==> src/rtl/mips_cpu_pkg.sv <==
// Shared types for the MIPS core: mul/div opcodes and the mul/div sequencer states.
package mips_cpu_pkg;

    typedef enum logic [2:0] {
        MULT  = 3'd0,
        MULTU = 3'd1,
        DIV   = 3'd2,
        DIVU  = 3'd3,
        MTHI  = 3'd4,
        MTLO  = 3'd5
    } muldiv_op_t;

    typedef enum logic [1:0] {
        IDLE,
        CALC,
        FIX
    } muldiv_state_t;

endpackage

==> src/rtl/mips_cpu_div_step.sv <==
// One restoring-division iteration: shift in the next dividend bit, subtract the
// divisor if it fits, and shift the resulting quotient bit in at the bottom.
module mips_cpu_div_step #(
    parameter int WIDTH = 32
) (
    input  logic [WIDTH:0]   rem_in,
    input  logic [WIDTH-1:0] quot_in,
    input  logic [WIDTH-1:0] divisor,
    output logic [WIDTH:0]   rem_out,
    output logic [WIDTH-1:0] quot_out
);

    logic [WIDTH:0] shifted;
    logic [WIDTH:0] diff;
    logic           fits;

    always_comb begin
        shifted  = {rem_in[WIDTH-1:0], quot_in[WIDTH-1]};
        diff     = shifted - {1'b0, divisor};
        fits     = (shifted >= {1'b0, divisor});
        rem_out  = fits ? diff : shifted;
        quot_out = {quot_in[WIDTH-2:0], fits};
    end

endmodule

==> src/rtl/mips_cpu_muldiv.sv <==
// Iterative multiply/divide unit owning HI/LO; mul/div take WIDTH+1 enabled cycles.
// state | meaning
// IDLE  | accepts ops; MTHI/MTLO write directly, mul/div latch magnitudes
// CALC  | one shift-add or restoring-divide step per enabled edge
// FIX   | sign correction, HI/LO write, done pulse
module mips_cpu_muldiv
    import mips_cpu_pkg::*;
#(
    parameter int WIDTH = 32
) (
    input  logic             clk,
    input  logic             reset,
    input  logic             clk_enable,
    input  logic             op_valid,
    input  logic [2:0]       op_code,
    input  logic [WIDTH-1:0] op_a,
    input  logic [WIDTH-1:0] op_b,
    output logic             busy,
    output logic             done,
    output logic [WIDTH-1:0] hi,
    output logic [WIDTH-1:0] lo
);

    localparam int CW = $clog2(WIDTH);

    muldiv_state_t      state_q, state_d;
    muldiv_op_t         op;
    logic [CW-1:0]      cnt;
    logic [WIDTH:0]     acc_hi;
    logic [WIDTH-1:0]   acc_lo, opnd, a_raw;
    logic               is_div, neg_q, neg_r, b_zero;

    logic               is_muldiv, is_div_op, signed_op, sa, sb;
    logic [WIDTH-1:0]   mag_a, mag_b;
    logic [WIDTH:0]     mul_sum, div_rem;
    logic [WIDTH-1:0]   div_quot;
    logic [2*WIDTH-1:0] prod, prod_s;
    logic [WIDTH-1:0]   quot_s, rem_s;

    assign op = muldiv_op_t'(op_code);

    always_comb begin
        is_muldiv = (op == MULT) || (op == MULTU) || (op == DIV) || (op == DIVU);
        is_div_op = (op == DIV) || (op == DIVU);
        signed_op = (op == MULT) || (op == DIV);
        sa        = signed_op & op_a[WIDTH-1];
        sb        = signed_op & op_b[WIDTH-1];
        // A W-bit unsigned magnitude already holds |most negative|, so no overflow here.
        mag_a     = sa ? -op_a : op_a;
        mag_b     = sb ? -op_b : op_b;
        mul_sum   = acc_hi + (acc_lo[0] ? {1'b0, opnd} : '0);
        prod      = {acc_hi[WIDTH-1:0], acc_lo};
        prod_s    = neg_q ? -prod : prod;
        quot_s    = neg_q ? -acc_lo : acc_lo;
        rem_s     = neg_r ? -acc_hi[WIDTH-1:0] : acc_hi[WIDTH-1:0];
    end

    mips_cpu_div_step #(.WIDTH(WIDTH)) u_div_step (
        .rem_in   (acc_hi),
        .quot_in  (acc_lo),
        .divisor  (opnd),
        .rem_out  (div_rem),
        .quot_out (div_quot)
    );

    always_comb begin
        state_d = state_q;
        case (state_q)
            IDLE:    if (op_valid && is_muldiv) state_d = CALC;
            CALC:    if (cnt == CW'(WIDTH - 1)) state_d = FIX;
            FIX:     state_d = IDLE;
            default: state_d = IDLE;
        endcase
    end

    always_ff @(posedge clk) begin
        if (reset) begin
            state_q <= IDLE;
            cnt     <= '0;
            acc_hi  <= '0;
            acc_lo  <= '0;
            opnd    <= '0;
            a_raw   <= '0;
            is_div  <= 1'b0;
            neg_q   <= 1'b0;
            neg_r   <= 1'b0;
            b_zero  <= 1'b0;
            busy    <= 1'b0;
            done    <= 1'b0;
            hi      <= '0;
            lo      <= '0;
        end else if (clk_enable) begin
            state_q <= state_d;
            done    <= 1'b0;
            case (state_q)
                IDLE: begin
                    if (op_valid && op == MTHI) hi <= op_a;
                    if (op_valid && op == MTLO) lo <= op_a;
                    if (op_valid && is_muldiv) begin
                        busy   <= 1'b1;
                        cnt    <= '0;
                        acc_hi <= '0;
                        // Divide shifts the dividend through acc_lo; multiply shifts the multiplier.
                        acc_lo <= is_div_op ? mag_a : mag_b;
                        opnd   <= is_div_op ? mag_b : mag_a;
                        a_raw  <= op_a;
                        is_div <= is_div_op;
                        neg_q  <= sa ^ sb;
                        neg_r  <= sa;
                        b_zero <= (op_b == '0);
                    end
                end
                CALC: begin
                    cnt <= cnt + 1'b1;
                    if (is_div) begin
                        acc_hi <= div_rem;
                        acc_lo <= div_quot;
                    end else begin
                        acc_hi <= {1'b0, mul_sum[WIDTH:1]};
                        acc_lo <= {mul_sum[0], acc_lo[WIDTH-1:1]};
                    end
                end
                FIX: begin
                    busy <= 1'b0;
                    done <= 1'b1;
                    if (!is_div) begin
                        hi <= prod_s[2*WIDTH-1:WIDTH];
                        lo <= prod_s[WIDTH-1:0];
                    end else if (b_zero) begin
                        hi <= a_raw;
                        lo <= '1;
                    end else begin
                        hi <= rem_s;
                        lo <= quot_s;
                    end
                end
                default: ;
            endcase
        end
    end

endmodule

==> config.mk <==
export PLATFORM = sky130hd
export DESIGN_NAME = mips_cpu_muldiv
export DESIGN_NICKNAME = d
export VERILOG_FILES = /design/src/rtl/mips_cpu_pkg.sv /design/src/rtl/mips_cpu_div_step.sv /design/src/rtl/mips_cpu_muldiv.sv
export SDC_FILE = /design/constraint.sdc
export NUM_CORES = 1
export LEC_CHECK = 0
export ABC_AREA = 1
export CORE_MARGIN = 10
export CORE_UTILIZATION = 25
export DETAILED_ROUTE_END_ITERATION = 8
export MAX_ROUTING_LAYER = met4
export PLACE_DENSITY_LB_ADDON = 0.08
export SYNTH_ARGS = -nofsm -noshare
export SYNTH_HDL_FRONTEND = slang
export SYNTH_SLANG_ARGS = --single-unit
==> constraint.sdc <==
create_clock -name clk -period 5.9 [get_ports clk]
set_input_delay 0.59 -clock clk [delete_from_list [all_inputs] [get_ports clk]]
set_output_delay 0.59 -clock clk [all_outputs]
set_load 0.1 [all_outputs]
==> impl_metrics.py <==
metrics = {
    "floorplanning": {
        "die_w_um": 302.3,
        "dieArea_um2": 91370,
        "fp.dieH_um": 302.3,
        "num_rows": 103,
        "ioPinCount": 137,
        "core_um2": 79000,
        "initial_utilization_pct": 25.21,
    },
    "setup_path": {
        "end_kind": "register",
        "cp-start-kind": "register",
        "worstPathMaxFanout": 44,
        "crit_chain": "nor2_4 -> inv_2 -> o21ai_2 -> nor2_4 -> nand2_1 -> buf_4 -> nor2_1 -> nand2_1 -> o211ai_1",
        "critPathSlowestCell": "inv_2",
        "crit_path_max_incr_delay_ps": 670,
        "crit_arrival_ps": 3940,
        "critPathBufInv": 2,
        "cp_top_family": "simple AND/OR/NAND/NOR gates",
        "required_ps": 6400,
        "crit_type": "register to register",
    },
    "place": {
        "dpl.hpwl_um": 93860,
        "io_buffers": 136,
        "routabilityCongestion": 0.9992,
        "post-place-ws_ps": 2153,
    },
    "synth": {
        "syn_inst": 3554,
        "ys.warnings.count": 0,
        "synthAdderAreaFrac_pct": 4.598,
        "synthXorXnorAreaFrac_pct": 3.474,
        "ys_seq_area_share_pct": 20.70,
        "netlist_area_um2": 19920,
        "synth_compound_area_share_pct": 20.45,
        "async_flop_share_pct": 0,
        "syn-num-nets": 3697,
        "synth_edf_count": 0,
        "synth_top_family_by_area": "simple AND/OR/NAND/NOR gates",
        "yosys.area_share.simple_pct": 38.67,
        "syn_area_per_cell_um2": 5.605,
        "synthFlopType": "dfxtp_1",
        "synth_cell_types": 53,
        "synth-seq-cells": 206,
        "synth_mux_area_share_pct": 0,
    },
    "clock_network": {
        "cts_buffer_depth": 3,
        "cts_tree": "yes",
        "holdBufCountCts": 0,
        "cts_made_buffers": 28,
        "clock_latency_ps": 610,
        "root_buffer": "clkbuf_16",
        "cts_resized": 0,
        "h-tree-depth": 1,
        "clkSinkCount": 206,
        "cts_setup_buffers": 0,
        "path_clk_slew_ps": 60,
    },
    "power": {
        "power_mw": 5.293,
        "power.density_nw_per_um2": 228.1,
        "vdd_drop_max_mv": 0.2069,
        "power.static_leakage_nw": 10.75,
    },
    "timing": {
        "tns_ps": 0,
        "finalSetupViolCount": 0,
        "final-hold-violation-count": 0,
        "worst_pin_slew_ps": 1144,
        "final.setup_skew_ps": 35.74,
        "post-route-period-util_pct": 58.36,
        "slew_violations": 0,
        "max-slew-margin-rel_pct": 23.68,
        "final.min_clock_period_ps": 3443,
        "worst_slack_ps": 2457,
        "achievable-frequency_ghz": 0.2904,
        "rsz0062_at_grt": "no",
        "whs_ps": 331.2,
    },
    "layout": {
        "syn2layout_area_growth_pct": 16.51,
        "multi_input_area_um2": 13400,
        "drive_gt1_share_pct": 4.622,
        "ff_latch_area_um2": 4126,
        "final_common_cell": "nand2_1",
        "nFillCells": 9203,
        "nets": 3757,
        "final_cell_mix": "nand2_1, inv_1, nor2_1",
    },
    "drt": {
        "wl_per_cell_um": 24.44,
        "post_drt_via_cell_ratio": 5.098,
        "wl_um": 114500,
        "antenna_left": 0,
        "dr.pass1.iters": 5,
        "drc_errors": 0,
        "drtIter0Drc": 2394,
        "vias": 23890,
    },
    "grt": {
        "grt_overflow": 0,
        "grt_usage_pct": 24.88,
        "antenna_found_initial": 5,
        "grt_pass1_vias": 22560,
        "grt_pass1_wl_um": 163300,
        "grt_max_degree": 69,
    },
    "job": {
        "cap_violations": 0,
    },
    "min_path": {
        "min_path_type": "input pin to register",
    },
    "status": {
        "status": "finished, final reports clean",
    },
}
## metal layers
| metal | GRT usage, % | part of all wire (%) | vias to the layer above |
|---|---|---|---|
| met4 | 7.746 | 3.4 | 0 |
| li1 | - | - | 11640 |
| met2 | 36.70 | 43 | 821 |
| met1 | 35.08 | 48 | 11310 |
| met5 | - | 0 | - |
| met3 | 2.523 | 5.6 | 121 |
## kinds of logic after synthesis
family	count (synthesis)
AO/OA/AOI/OAI	755
buffers and inverters	616
adder cells (fa/ha/maj)	72
flip-flops	206
AND/OR/NAND/NOR	1826
XOR/XNOR	79
## sequential cells by signal, summed over array words and instances (netlist names), 2 cells and up
register  flops
lo           32
state_q       2
acc_hi       33
acc_lo       32
cnt           5
opnd         32
a_raw        32
hi           32
## synthesized netlist by cell type, types with 4 or more instances
library cell / instances / area, um2
buf_6: 8 / 90.09
nand2_1: 988 / 3709
o21bai_1: 10 / 75.07
nand2_4: 4 / 45.04
nand3_2: 5 / 50.05
dfxtp_1: 206 / 4124
o221ai_1: 5 / 43.79
o21ai_0: 311 / 1556
inv_1: 464 / 1742
nand4_1: 38 / 237.7
a21oi_1: 307 / 1536
nor3_1: 35 / 175.2
buf_2: 21 / 105.1
nand3_1: 272 / 1361
nor2_4: 10 / 112.6
nand2_2: 12 / 75.07
o21ai_1: 21 / 105.1
inv_2: 12 / 45.04
o21a_1: 4 / 30.03
o211ai_2: 7 / 87.58
nor2_2: 16 / 100.1
nand3b_1: 14 / 105.1
o31ai_1: 4 / 30.03
nor2_1: 413 / 1550
a22oi_1: 5 / 37.54
or2_2: 5 / 31.28
ha_1: 70 / 875.8
clkbuf_1: 89 / 334.1
xor2_1: 58 / 508.0
xnor2_1: 21 / 183.9
o22ai_1: 24 / 150.1
buf_1: 16 / 60.06
nor4_1: 4 / 25.02
a31oi_1: 14 / 87.58
o211ai_1: 30 / 225.2
## final cells by class
type / instances / share of cell area (%)
multi-input cells: 2732 / 57.76
flip-flops and latches: 206 / 17.78
inverters: 479 / 7.774
repair buffers: 167 / 6.847
well taps: 1050 / 5.661
clock buffers: 41 / 3.359
clock inverters: 10 / 0.8141
diodes: 1 / 0.01078
## path summary, 6_finish.rpt
| path | startpoint | to | slack [ps] | cells past startpoint |
|---|---|---|---|---|
| worst min register to register | a_raw[6] | a_raw[6] | 470 | 2 |
| worst max-delay path | state_q[1] | opnd[18] | 2460 | 9 |
| worst min-delay path | reset | opnd[20] | 330 | 2 |
| worst max register to register | state_q[1] | opnd[18] | 2460 | 9 |
## power by group
| part | switching (mW) | internal (mW) |
|---|---|---|
| sequential | 0.0850 | 1.46 |
| combinational | 1.39 | 0.492 |
| clock | 0.769 | 1.10 |
## metrics by stage
stage          utilization (%)  std cells  cell area (um2)
5_1_grt                  29.38       4686            23210
3_5_place_dp             28.15       4634            22240
4_1_cts                  29.37       4685            23210
6_report                 29.38       4686            23210
2_1_floorplan                -       3554            19920
3_3_place_gp             28.15       4634            22240
(Power assumes the default switching activity.)
